`src/rtl/io_port_master.sv`:
```
`default_nettype none
// +--------------------------------------------------------------------------+
// | io_port_master: PicoBlaze-style I/O port bus initiator with single-cycle |
// | strobes. Optional macro IO_TX_POLL_EN polls STATUS_PORT before GATED_PORT |
// | writes.                                                                   |
// | Revision: 1.0                                                             |
// +--------------------------------------------------------------------------+
module io_port_master #(
  parameter int unsigned RD_LATENCY  = 1,
  parameter logic [7:0]  STATUS_PORT = 8'h03,
  parameter logic [7:0]  GATED_PORT  = 8'h01
) (
  input  logic       clk100,
  input  logic       reset,
  input  logic       req_valid,
  input  logic       req_write,
  input  logic [7:0] req_port,
  input  logic [7:0] req_data,
  output logic       req_ready,
  output logic       stall,
  output logic       rsp_valid,
  output logic [7:0] rsp_data,
  output logic [7:0] IO_port_ID,
  output logic [7:0] IO_write_data,
  output logic       IO_write_strobe,
  output logic       IO_read_strobe,
  input  logic [7:0] IO_read_data
);

  localparam int unsigned c_cnt_w = (RD_LATENCY > 1) ? $clog2(RD_LATENCY) : 1;
  localparam logic [c_cnt_w-1:0] c_wait_init = c_cnt_w'(RD_LATENCY - 1);

  typedef enum logic [2:0] {
    S_IDLE  = 3'd0,
    S_WSTB  = 3'd1,
    S_RSTB  = 3'd2,
    S_RWAIT = 3'd3,
    S_DONE  = 3'd4
`ifdef IO_TX_POLL_EN
    ,
    S_PSTB  = 3'd5,
    S_PWAIT = 3'd6,
    S_PGAP  = 3'd7
`endif
  } state_t;

  state_t             r_state;
  logic [c_cnt_w-1:0] r_cnt;

`ifndef IO_TX_POLL_EN
  logic [7:0] w_unused_cfg;
  assign w_unused_cfg = STATUS_PORT ^ GATED_PORT;
`endif

  always_ff @(posedge clk100 or negedge reset) begin
    if (!reset) begin
      r_state         <= S_IDLE;
      r_cnt           <= '0;
      req_ready       <= 1'b0;
      stall           <= 1'b0;
      rsp_valid       <= 1'b0;
      rsp_data        <= 8'h00;
      IO_port_ID      <= 8'h00;
      IO_write_data   <= 8'h00;
      IO_write_strobe <= 1'b0;
      IO_read_strobe  <= 1'b0;
    end else begin
      // Strobes and the completion pulse are single-cycle unless re-armed below.
      IO_write_strobe <= 1'b0;
      IO_read_strobe  <= 1'b0;
      rsp_valid       <= 1'b0;
      case (r_state)
        S_IDLE: begin
          if (req_ready && req_valid) begin
            req_ready     <= 1'b0;
            stall         <= 1'b1;
            IO_port_ID    <= req_port;
            IO_write_data <= req_data;
            if (!req_write) begin
              IO_read_strobe <= 1'b1;
              r_state        <= S_RSTB;
            end
`ifdef IO_TX_POLL_EN
            else if (req_port == GATED_PORT) begin
              IO_port_ID     <= STATUS_PORT;
              IO_read_strobe <= 1'b1;
              r_state        <= S_PSTB;
            end
`endif
            else begin
              IO_write_strobe <= 1'b1;
              r_state         <= S_WSTB;
            end
          end else begin
            req_ready <= 1'b1;
          end
        end
        S_WSTB: begin
          rsp_valid <= 1'b1;
          rsp_data  <= 8'h00;
          stall     <= 1'b0;
          r_state   <= S_DONE;
        end
        S_RSTB: begin
          r_cnt   <= c_wait_init;
          r_state <= S_RWAIT;
        end
        S_RWAIT: begin
          if (r_cnt == '0) begin
            rsp_valid <= 1'b1;
            rsp_data  <= IO_read_data;
            stall     <= 1'b0;
            r_state   <= S_DONE;
          end else begin
            r_cnt <= r_cnt - 1'b1;
          end
        end
        S_DONE: begin
          req_ready <= 1'b1;
          r_state   <= S_IDLE;
        end
`ifdef IO_TX_POLL_EN
        S_PSTB: begin
          r_cnt   <= c_wait_init;
          r_state <= S_PWAIT;
        end
        S_PWAIT: begin
          if (r_cnt == '0) begin
            if (IO_read_data[0]) begin
              r_state <= S_PGAP;
            end else begin
              IO_port_ID      <= GATED_PORT;
              IO_write_strobe <= 1'b1;
              r_state         <= S_WSTB;
            end
          end else begin
            r_cnt <= r_cnt - 1'b1;
          end
        end
        S_PGAP: begin
          IO_read_strobe <= 1'b1;
          r_state        <= S_PSTB;
        end
`endif
        default: r_state <= S_IDLE;
      endcase
    end
  end

endmodule
`default_nettype wire

```
`config.mk`:
```
export PLATFORM = sky130hd
export DESIGN_NAME = io_port_master
export DESIGN_NICKNAME = d
export VERILOG_FILES = /design/src/rtl/io_port_master.sv
export SDC_FILE = /design/constraint.sdc
export NUM_CORES = 1
export LEC_CHECK = 0
export CORE_MARGIN = 5
export CORE_UTILIZATION = 40
export CTS_BUF_LIST = sky130_fd_sc_hd__clkbuf_16
export CTS_CLUSTER_DIAMETER = 60
export CTS_CLUSTER_SIZE = 20
export DETAILED_ROUTE_END_ITERATION = 12
export GPL_TIMING_DRIVEN = 0
export PLACE_DENSITY = 0.76
export SETUP_SLACK_MARGIN = 0.02
export SKIP_CTS_REPAIR_TIMING = 1
export SLEW_MARGIN = 20
export SYNTH_ARGS = -nofsm -noshare
export SYNTH_HDL_FRONTEND = slang
export SYNTH_SLANG_ARGS = --single-unit
```
`constraint.sdc`:
```
create_clock -name clk100 -period 3.48 [get_ports clk100]
set_input_delay 0.87 -clock clk100 [delete_from_list [all_inputs] [get_ports clk100]]
set_output_delay 0.87 -clock clk100 [all_outputs]
set_load 0.02 [all_outputs]
```
==> summary.txt, run 1 <==
Yosys Warn Count: 0
Area delta synth->final: 59.1%
H-tree lvl count: 2
Largest net degree at the start of global routing: 33
RSZ-0062 raised after global routing: no
Detailed-route via count: 906
Worst-path clk slew: 0.05 ns
R2R Path End: IO_write_data[3]
CP max stage cell: clkdlybuf4s50_1
Sw Share: 0.339
Comb pwr share: 0.474
CTS Buf Count: 5
Nets@finish: 183
Final setup viols: 0
Clk sinks: 32
Reg area: 801 sq um
Flops & latches, synth: 32
WL/cell: 14.6 um
Antenna cells: 0
Max_cap viols: 0
Sequential Power Share: 0.324
Achievable Freq: 463 MHz
Synth Cell Area: 1240 sq um
Max stage delay on crit path: 0.63 ns
Pwr per Cell Area: 978 nW/um^2
Die W: 65.7 um
HP Start: rsp_data[4]
Setup TNS: 0 ns
Worst Clk Skew: 0.00355 ns
CTS tree: done
Cell internal pwr: 1.28 mW
Tcrit/Tclk final: 0.621
Vias in the first global route: 972
Critical Setup Path Class: reg -> out
HP Class: reg -> reg
Max Slew Vio Count: 0
R2r startpoint: r_state[2]
Period minus WS final: 2.16 ns
Routed Antenna Nets: 0
Slew headroom: 0.547
Clock share of power: 0.202
Post-Syn Nets: 120
Global-route wire length before repair: 4.51 mm
Gr usage total: 0.141
Cell variety after synth: 18
Die height: 65.7 um
Core Box Area: 3000 sq um
CP required: 2.61 ns
Setup crit end: req_ready
Die area: 4310 sq um
Routability cong.: 0.754
Initial antenna violation count: 0
Global route overflow: 0
Worst setup EP type: output port
DRC: 0
Critical path launch point: req_ready
Stages on the worst setup path: 1
PortBufs: 56
Clock tree buffer depth: 2
Final Hold Viols: 0
Status: finished, final reports clean
R2R Setup Slk: 1.82 ns
DRT iter0 DRCs: 19
CP Cell Sequence: clkdlybuf4s50_1
Final Power: 1.93 mW
Fill count: 233
Register area share after synthesis: 0.646
Syn Area/Cell: 13.5 sq um
Drt pass-1 iters: 3
Worst R2R Path Depth: 4
Post-DR vias/cell: 4.79
Rows: 20
Clk_lat worst skew: 0.27 ns
Initial Utilization: 0.413
VDD IR max: 364 uV
Final WL: 2.75 mm
Worst Setup Start Kind: flip-flop
Area occupied by multi-input gates: 404 sq um
Bufs and invs on worst path: 1
Critical Path AT: 1.29 ns
Cells after Synth: 92
CP Max Fanout: 4
Post-DP HPWL: 2.07 mm
Share of layout cells above drive strength 1: 0.160
Top Family by Delay on Critical Path: buffers and inverters
Pleak: 0.905 nW
Least-Margin Pin Slew: 0.679 ns
I/O Pins: 57
Total net switching power: 0.653 mW
CTS root buf: clkbuf_16
worst min-delay path: cells and delay by family, from the launching register on:
kind	cells	cell delay, ns
flip-flops	1	0.34
AND/OR/NAND/NOR	2	0.10
kinds of logic after synthesis:
| group | after synthesis | synth area share |
|---|---|---|
| AOI/OAI and AO/OA | 3 | 0.0172 |
| and+or+nand+nor | 36 | 0.142 |
| buffers and inverters | 5 | 0.0283 |
| DFF | 32 | 0.646 |
| muxes | 16 | 0.167 |
cell type report:
class,instances,share of cell area
multi-input cells,55,0.205
repair buffers,56,0.282
plain buffers,3,0.0140
inverters,2,0.00380
clock buffers,5,0.0634
flip-flops and latches,32,0.406
clock inverters,3,0.00571
well taps,33,0.0209
worst min path at each step:
stage | cells after the start | slack (ns) | end
2_1_floorplan | 1 | 0.45 | r_state[0]
3_3_place_gp | 2 | 0.45 | rsp_data[2]
3_5_place_dp | 2 | 0.46 | rsp_data[5]
4_1_cts | 2 | 0.47 | rsp_data[4]
5_1_grt | 2 | 0.49 | rsp_data[1]
6_report | 2 | 0.47 | rsp_data[4]
flip-flops by register name (all words and copies together), names as in the netlist:
name             count
IO_read_strobe       1
stall                1
IO_port_ID           8
IO_write_strobe      1
rsp_data             8
rsp_valid            1
IO_write_data        8
req_ready            1
r_state              3
power by group through the flow:
stage               logic (mW)  registers, mW  clock network, mW
floorplan                0.358          0.800                  0
finish                   0.915          0.625              0.390
global placement         0.916          0.619                  0
global route             0.979          0.645              0.418
detailed placement       0.926          0.630                  0
CTS                      0.931          0.627              0.405
stage by stage:
step	area [sq um]	hold slack, ns	utilization	cells	worst slack (ns)
after detailed placement	1840	0.458	0.612	181	1.12
final	1970	0.466	0.657	189	1.32
after global routing	1970	0.486	0.657	189	1.29
after CTS	1970	0.467	0.657	189	1.30
after floorplan	1240	0.449	-	92	1.72
after global placement	1840	0.451	0.613	181	0.970
synth_stat cells, drive strengths merged:
cell    instances  share of area
nor3            2         0.0081
nand2          17          0.051
clkbuf          2         0.0061
clkinv          1         0.0030
o21a            1         0.0061
and2            1         0.0050
nand3           8          0.032
dfrtp          32           0.65
a31oi           1         0.0050
inv             1         0.0030
mux2           16           0.17
or3             1         0.0091
nand2b          1         0.0050
buf             1          0.016
a21o            1         0.0061
nor2            6          0.031
per-layer routing:
| metal | global-route usage | share of wire | vias to the layer above | routed length, um |
|---|---|---|---|---|
| met3 | 0.0530 | 0.087 | 6 | 240 |
| met1 | 0.162 | 0.40 | 432 | 1110 |
| met5 | 0 | 0 | - | 0 |
| met2 | 0.229 | 0.49 | 34 | 1350 |
| li1 | - | - | 434 | - |
| met4 | 0.0699 | 0.019 | 0 | 51 |
cell usage in the layout (no fill, tap or decap):
| cell | instances |
|---|---|
| clkdlybuf4s50_1 | 55 |
| dfrtp_1 | 32 |
| nand2_1 | 17 |
| mux2_2 | 9 |
| nand3_1 | 8 |
| mux2_4 | 7 |
| nor2_1 | 5 |
| clkbuf_16 | 5 |
| inv_1 | 3 |
| clkinv_1 | 2 |
| nor3_1 | 2 |
| clkbuf_1 | 2 |
| nand2b_1 | 1 |
| or3_4 | 1 |
| nor2_8 | 1 |
| buf_12 | 1 |
| and2_1 | 1 |
| o21a_1 | 1 |
| a31oi_1 | 1 |
| a21o_1 | 1 |
| buf_2 | 1 |
(Power assumes the default switching activity.)
==> inputs of run 2 (changes only) <==
--- a/config.mk
+++ b/config.mk
@@ -6,13 +6,13 @@
 export NUM_CORES = 1
 export LEC_CHECK = 0
 export CORE_MARGIN = 5
-export CORE_UTILIZATION = 40
+export CORE_UTILIZATION = 36
 export CTS_BUF_LIST = sky130_fd_sc_hd__clkbuf_16
 export CTS_CLUSTER_DIAMETER = 60
 export CTS_CLUSTER_SIZE = 20
 export DETAILED_ROUTE_END_ITERATION = 12
 export GPL_TIMING_DRIVEN = 0
-export PLACE_DENSITY = 0.76
+export PLACE_DENSITY = 0.72
 export SETUP_SLACK_MARGIN = 0.02
 export SKIP_CTS_REPAIR_TIMING = 1
 export SLEW_MARGIN = 20
==> constraint.sdc (replaced) <==
create_clock -name clk100 -period 1.8 [get_ports clk100]
set_input_delay 0.45 -clock clk100 [delete_from_list [all_inputs] [get_ports clk100]]
set_output_delay 0.45 -clock clk100 [all_outputs]
set_load 0.02 [all_outputs]
==> run 2 against run 1 <==
  * Total power up 94%
  * Largest cell class unchanged
  * Global-route usage decreased by 1.2 points
  * Register-to-register slack got worse by 1.7 ns
  * Final area up 0.95%
  * Critical endpoint is now rsp_data[4]
  * Sequential power up 94%
  * Utilization down 6.0 points
  * Setup slack worse by 1.2 ns
  * Critical path depth unchanged
  * Highest routed layer unchanged
  * Combinational power grew 93%
==> summary.txt, run 2 (synthesis results as in run 1) <==
Non-Filler Instances: 202
Pwr per Cell Area: 1880 nW/um^2
Routability cong.: 0.718
Fin util: 0.597
HP Class: in -> async
Post-DR vias/cell: 4.55
RSZ-0062 raised after global routing: no
Post-DP HPWL: 2.17 mm
CTS tree: done
Nets@finish: 183
Achievable Freq: 593 MHz
Most frequent cells in the layout: clkdlybuf4s50_1 (54), dfrtp_1 (32), nand2_1 (17)
Clock share of power: 0.202
Share of layout cells above drive strength 1: 0.160
Global route overflow: 0
Max Slew Vio Count: 0
Worst-path clk slew: 0.05 ns
Critical Path AT: 1.24 ns
Tcrit/Tclk final: 0.938
CP required: 1.35 ns
CP Max Fanout: 2
Die W: 68.7 um
CTS root buf: clkbuf_16
I/O Pins: 57
Comb pwr share: 0.475
Clk sinks: 32
Vias in the first global route: 944
Final WL: 2.80 mm
Most common cell after layout, fill and taps aside: clkdlybuf4s50_1
Final Hold Viols: 0
Rows: 21
CTS Buf Count: 5
Max_cap viols: 0
Post-Place Cells: 194
Area delta synth->final: 60.6%
Die area: 4720 sq um
Period minus WS final: 1.69 ns
Bufs and invs on worst path: 1
H-tree lvl count: 2
Top Registers: IO_port_ID x8, IO_write_data x8, rsp_data x8
CP max stage cell: clkdlybuf4s50_1
VDD IR max: 701 uV
Status: finished, final reports clean
Pleak: 0.910 nW
Least-Margin Pin Slew: 0.688 ns
Clock tree buffer depth: 2
Critical Setup Path Class: reg -> out
Largest net degree at the start of global routing: 33
Antenna cells: 0
Detailed-route via count: 920
Gr usage total: 0.129
Die height: 68.7 um
Drt pass-1 iters: 4
Worst Clk Skew: 0.00423 ns
Final setup viols: 0
Initial antenna violation count: 0
DRC: 0
Cell internal pwr: 2.47 mW
Clk_lat worst skew: 0.27 ns
Core Box Area: 3340 sq um
Sequential Power Share: 0.323
Initial Utilization: 0.372
CP Cell Sequence: clkdlybuf4s50_1
Total net switching power: 1.27 mW
Sw Share: 0.340
Slew headroom: 0.541
Worst Setup Start Kind: flip-flop
Top Family by Delay on Critical Path: buffers and inverters
WL/cell: 13.8 um
PortBufs: 56
Max stage delay on crit path: 0.61 ns
Routed Antenna Nets: 0
DRT iter0 DRCs: 57
Global-route wire length before repair: 4.28 mm
Worst setup EP type: output port
==> run 2: cell types whose count changed in the layout (fill, tap and decap cells not counted) <==
cell,previous run,this run
clkdlybuf4s50_1,55,54
dlymetal6s2s_1,0,1
==> run 2: worst paths after layout <==
check,cells past startpoint,slack [ns],startpoint,endpoint
worst max-delay path,1,0.11,rsp_data[4],rsp_data[4]
worst min-delay path,1,0.22,reset,IO_write_data[0]
worst max register to register,4,0.16,r_state[2],IO_write_data[2]
worst min register to register,2,0.47,rsp_data[0],rsp_data[0]
max in group asynchronous,1,1.13,reset,IO_write_data[1]
min in group clk100,2,0.47,rsp_data[0],rsp_data[0]
==> run 2: metrics by stage <==
step	power [mW]	setup WS (ns)	instance area [sq um]	hold WS [ns]	setup TNS, ns
after global placement	2.96	-0.287	1860	0.454	-9.88
after floorplan	2.24	0.240	1240	0.154	0
after detailed placement	3.02	-0.126	1850	0.463	-0.860
after CTS	3.80	0.0506	1990	0.244	0
after global routing	3.96	0.0760	1990	0.297	0
final	3.74	0.112	1990	0.220	0
==> run 2: layer usage <==
metal  share of wire  wire [um]  track usage  up-vias
li1                -          -            -      432
met1            0.37       1040        0.144      449
met2            0.53       1480        0.215       33
met3           0.078        219       0.0405        6
met4           0.021         59       0.0744        0
met5               0          0            0        -
==> run 2: layout make-up <==
class	count	area (sq um)
well taps	46	57.6
clock inverters	3	11.3
clock buffers	5	125
plain buffers	3	27.5
repair buffers	56	558
fillers	275	1350
multi-input cells	55	404
inverters	2	7.51
flip-flops and latches	32	801
==> run 2: power groups by stage <==
stage	Combinational (mW)	Clock, mW	Sequential, mW
after floorplan	0.693	0	1.55
after global placement	1.76	0	1.20
after detailed placement	1.80	0	1.22
after CTS	1.81	0.783	1.21
after global routing	1.89	0.812	1.25
final	1.77	0.756	1.21
==> inputs of run 3 (changes only) <==
==> constraint.sdc (replaced) <==
create_clock -name clk100 -period 1.8 [get_ports clk100]
set_input_delay 0.45 -clock clk100 [delete_from_list [all_inputs] [get_ports clk100]]
set_output_delay 0.45 -clock clk100 [all_outputs]
set_load 0.05 [all_outputs]
==> run 3 against run 2 <==
  * Total power rose by 16%
  * Combinational power rose by 35%
  * Wire length rose by 5.0%
  * Setup slack improved by 0.045 ns
  * Die area did not move
  * Sequential power barely moved
  * Via count rose by 0.54%
  * First-iteration DRC count rose by 3.5%
  * Clock skew fell by 0.0022 ns
  * Clock power barely moved
  * Critical path depth rose by 3
  * Critical endpoint is now IO_write_data[2]
  * Largest power group unchanged
==> summary.txt, run 3 (synthesis results as in run 1) <==
Most frequent cells in the layout: dfrtp_1 (32), dlymetal6s2s_1 (29), clkdlybuf4s50_1 (26)
Top Family by Delay on Critical Path: simple AND/OR/NAND/NOR gates
Bufs and invs on worst path: 1
Critical Path AT: 1.79 ns
Die height: 68.7 um
Clk sinks: 32
Stages on the worst setup path: 4
Cell internal pwr: 2.44 mW
CP Max Fanout: 10
DRC: 0
Sequential Power Share: 0.275
Critical Setup Path Class: reg -> reg
Worst R2R Path Depth: 4
Pleak: 1.26 nW
Initial Utilization: 0.372
Post-DP HPWL: 2.17 mm
R2R Path End: IO_write_data[2]
Largest net degree at the start of global routing: 33
Post-DR vias/cell: 4.58
VDD IR max: 733 uV
Global-route wire length before repair: 4.28 mm
Non-Filler Instances: 202
Detailed-route via count: 925
CTS Buf Count: 5
Worst-path clk slew: 0.05 ns
Antenna cells: 0
Die area: 4720 sq um
Final WL: 2.94 mm
CP max stage cell: or3_4
Critical path launch point: r_state[2]
Setup crit end: IO_write_data[2]
Total net switching power: 1.91 mW
Worst Clk Skew: 0.00202 ns
Max stage delay on crit path: 0.43 ns
Most common cell after layout, fill and taps aside: dfrtp_1
H-tree lvl count: 2
Core Box Area: 3340 sq um
Die W: 68.7 um
CTS tree: done
Clk_lat worst skew: 0.27 ns
Pwr per Cell Area: 2110 nW/um^2
I/O Pins: 57
Max_cap viols: 0
Top Registers: IO_port_ID x8, IO_write_data x8, rsp_data x8
Most used routing layer: met2
Final Hold Viols: 0
Period minus WS final: 1.64 ns
RSZ-0062 raised after global routing: no
Routing usage on met2: 0.215
WL/cell: 14.5 um
Rows: 21
Met1 Resource Use GR: 0.144
Grt met3 use: 0.0405
Worst Setup Start Kind: flip-flop
Share of layout cells above drive strength 1: 0.160
HP Class: in -> async
Clock tree buffer depth: 2
Vias in the first global route: 944
Routability cong.: 0.718
Routed Antenna Nets: 0
Global route overflow: 0
Slew headroom: 0.540
Post-Place Cells: 194
Tcrit/Tclk final: 0.913
Initial antenna violation count: 0
Comb pwr share: 0.551
CTS root buf: clkbuf_16
Worst setup EP type: flip-flop
Max Slew Vio Count: 0
Drt pass-1 iters: 4
R2r startpoint: r_state[2]
PortBufs: 56
CP required: 1.95 ns
Achievable Freq: 609 MHz
Fill count: 273
Area delta synth->final: 66.3%
Status: finished, final reports clean
R2R Setup Slk: 0.16 ns
Final setup viols: 0
Least-Margin Pin Slew: 0.689 ns
Gr usage total: 0.129
CP Cell Sequence: or3_4 -> nor2_8 -> buf_12 -> mux2_4
Sw Share: 0.439
Clock share of power: 0.174
Nets@finish: 183
Fin util: 0.618
DRT iter0 DRCs: 59
[run 3: worst min-delay path by stage]
| stage | end | slack (ns) | depth (start not counted) |
|---|---|---|---|
| floorplan | IO_port_ID[0] | 0.15 | 0 |
| global placement | rsp_data[7] | 0.45 | 2 |
| detailed placement | rsp_data[1] | 0.46 | 2 |
| CTS | IO_write_data[0] | 0.24 | 1 |
| global route | IO_write_data[0] | 0.30 | 1 |
| finish | IO_write_data[0] | 0.22 | 1 |
[run 3: through the flow]
stage	power, mW	setup TNS (ns)	worst slack, ns	area, sq um	hold WS [ns]
after floorplan	2.87	0	0.128	1240	0.154
after global placement	3.59	-9.88	-0.287	1860	0.454
after detailed placement	3.65	-0.860	-0.126	1850	0.463
after CTS	4.43	-2.33	-0.149	1990	0.244
after global routing	4.56	0	0.0861	2060	0.296
final	4.34	0	0.157	2060	0.223
[run 3: per-layer routing]
| metal | wire length [um] | up-vias | share of wire |
|---|---|---|---|
| li1 | - | 435 | - |
| met3 | 230 | 6 | 0.078 |
| met4 | 59 | 0 | 0.020 |
| met5 | 0 | - | 0 |
| met1 | 1070 | 453 | 0.36 |
| met2 | 1580 | 31 | 0.54 |
[run 3: area by class of cell]
| class | count | area [sq um] | share of cell area |
|---|---|---|---|
| multi-input combinational | 55 | 404 | 0.196 |
| timing repair buffer | 56 | 628 | 0.305 |
| buffer | 3 | 27.5 | 0.0133 |
| clock inverter | 3 | 11.3 | 0.00546 |
| clock buffer | 5 | 125 | 0.0607 |
| sequential | 32 | 801 | 0.388 |
| tap | 46 | 57.6 | 0.0279 |
| inverter | 2 | 7.51 | 0.00364 |
[run 3: power by group through the flow]
stage,Combinational (mW),Clock [mW],Sequential [mW]
3_3_place_gp,2.40,0,1.20
3_5_place_dp,2.43,0,1.22
4_1_cts,2.44,0.783,1.21
5_1_grt,2.50,0.813,1.24
2_1_floorplan,0.695,0,2.17
6_report,2.39,0.754,1.20
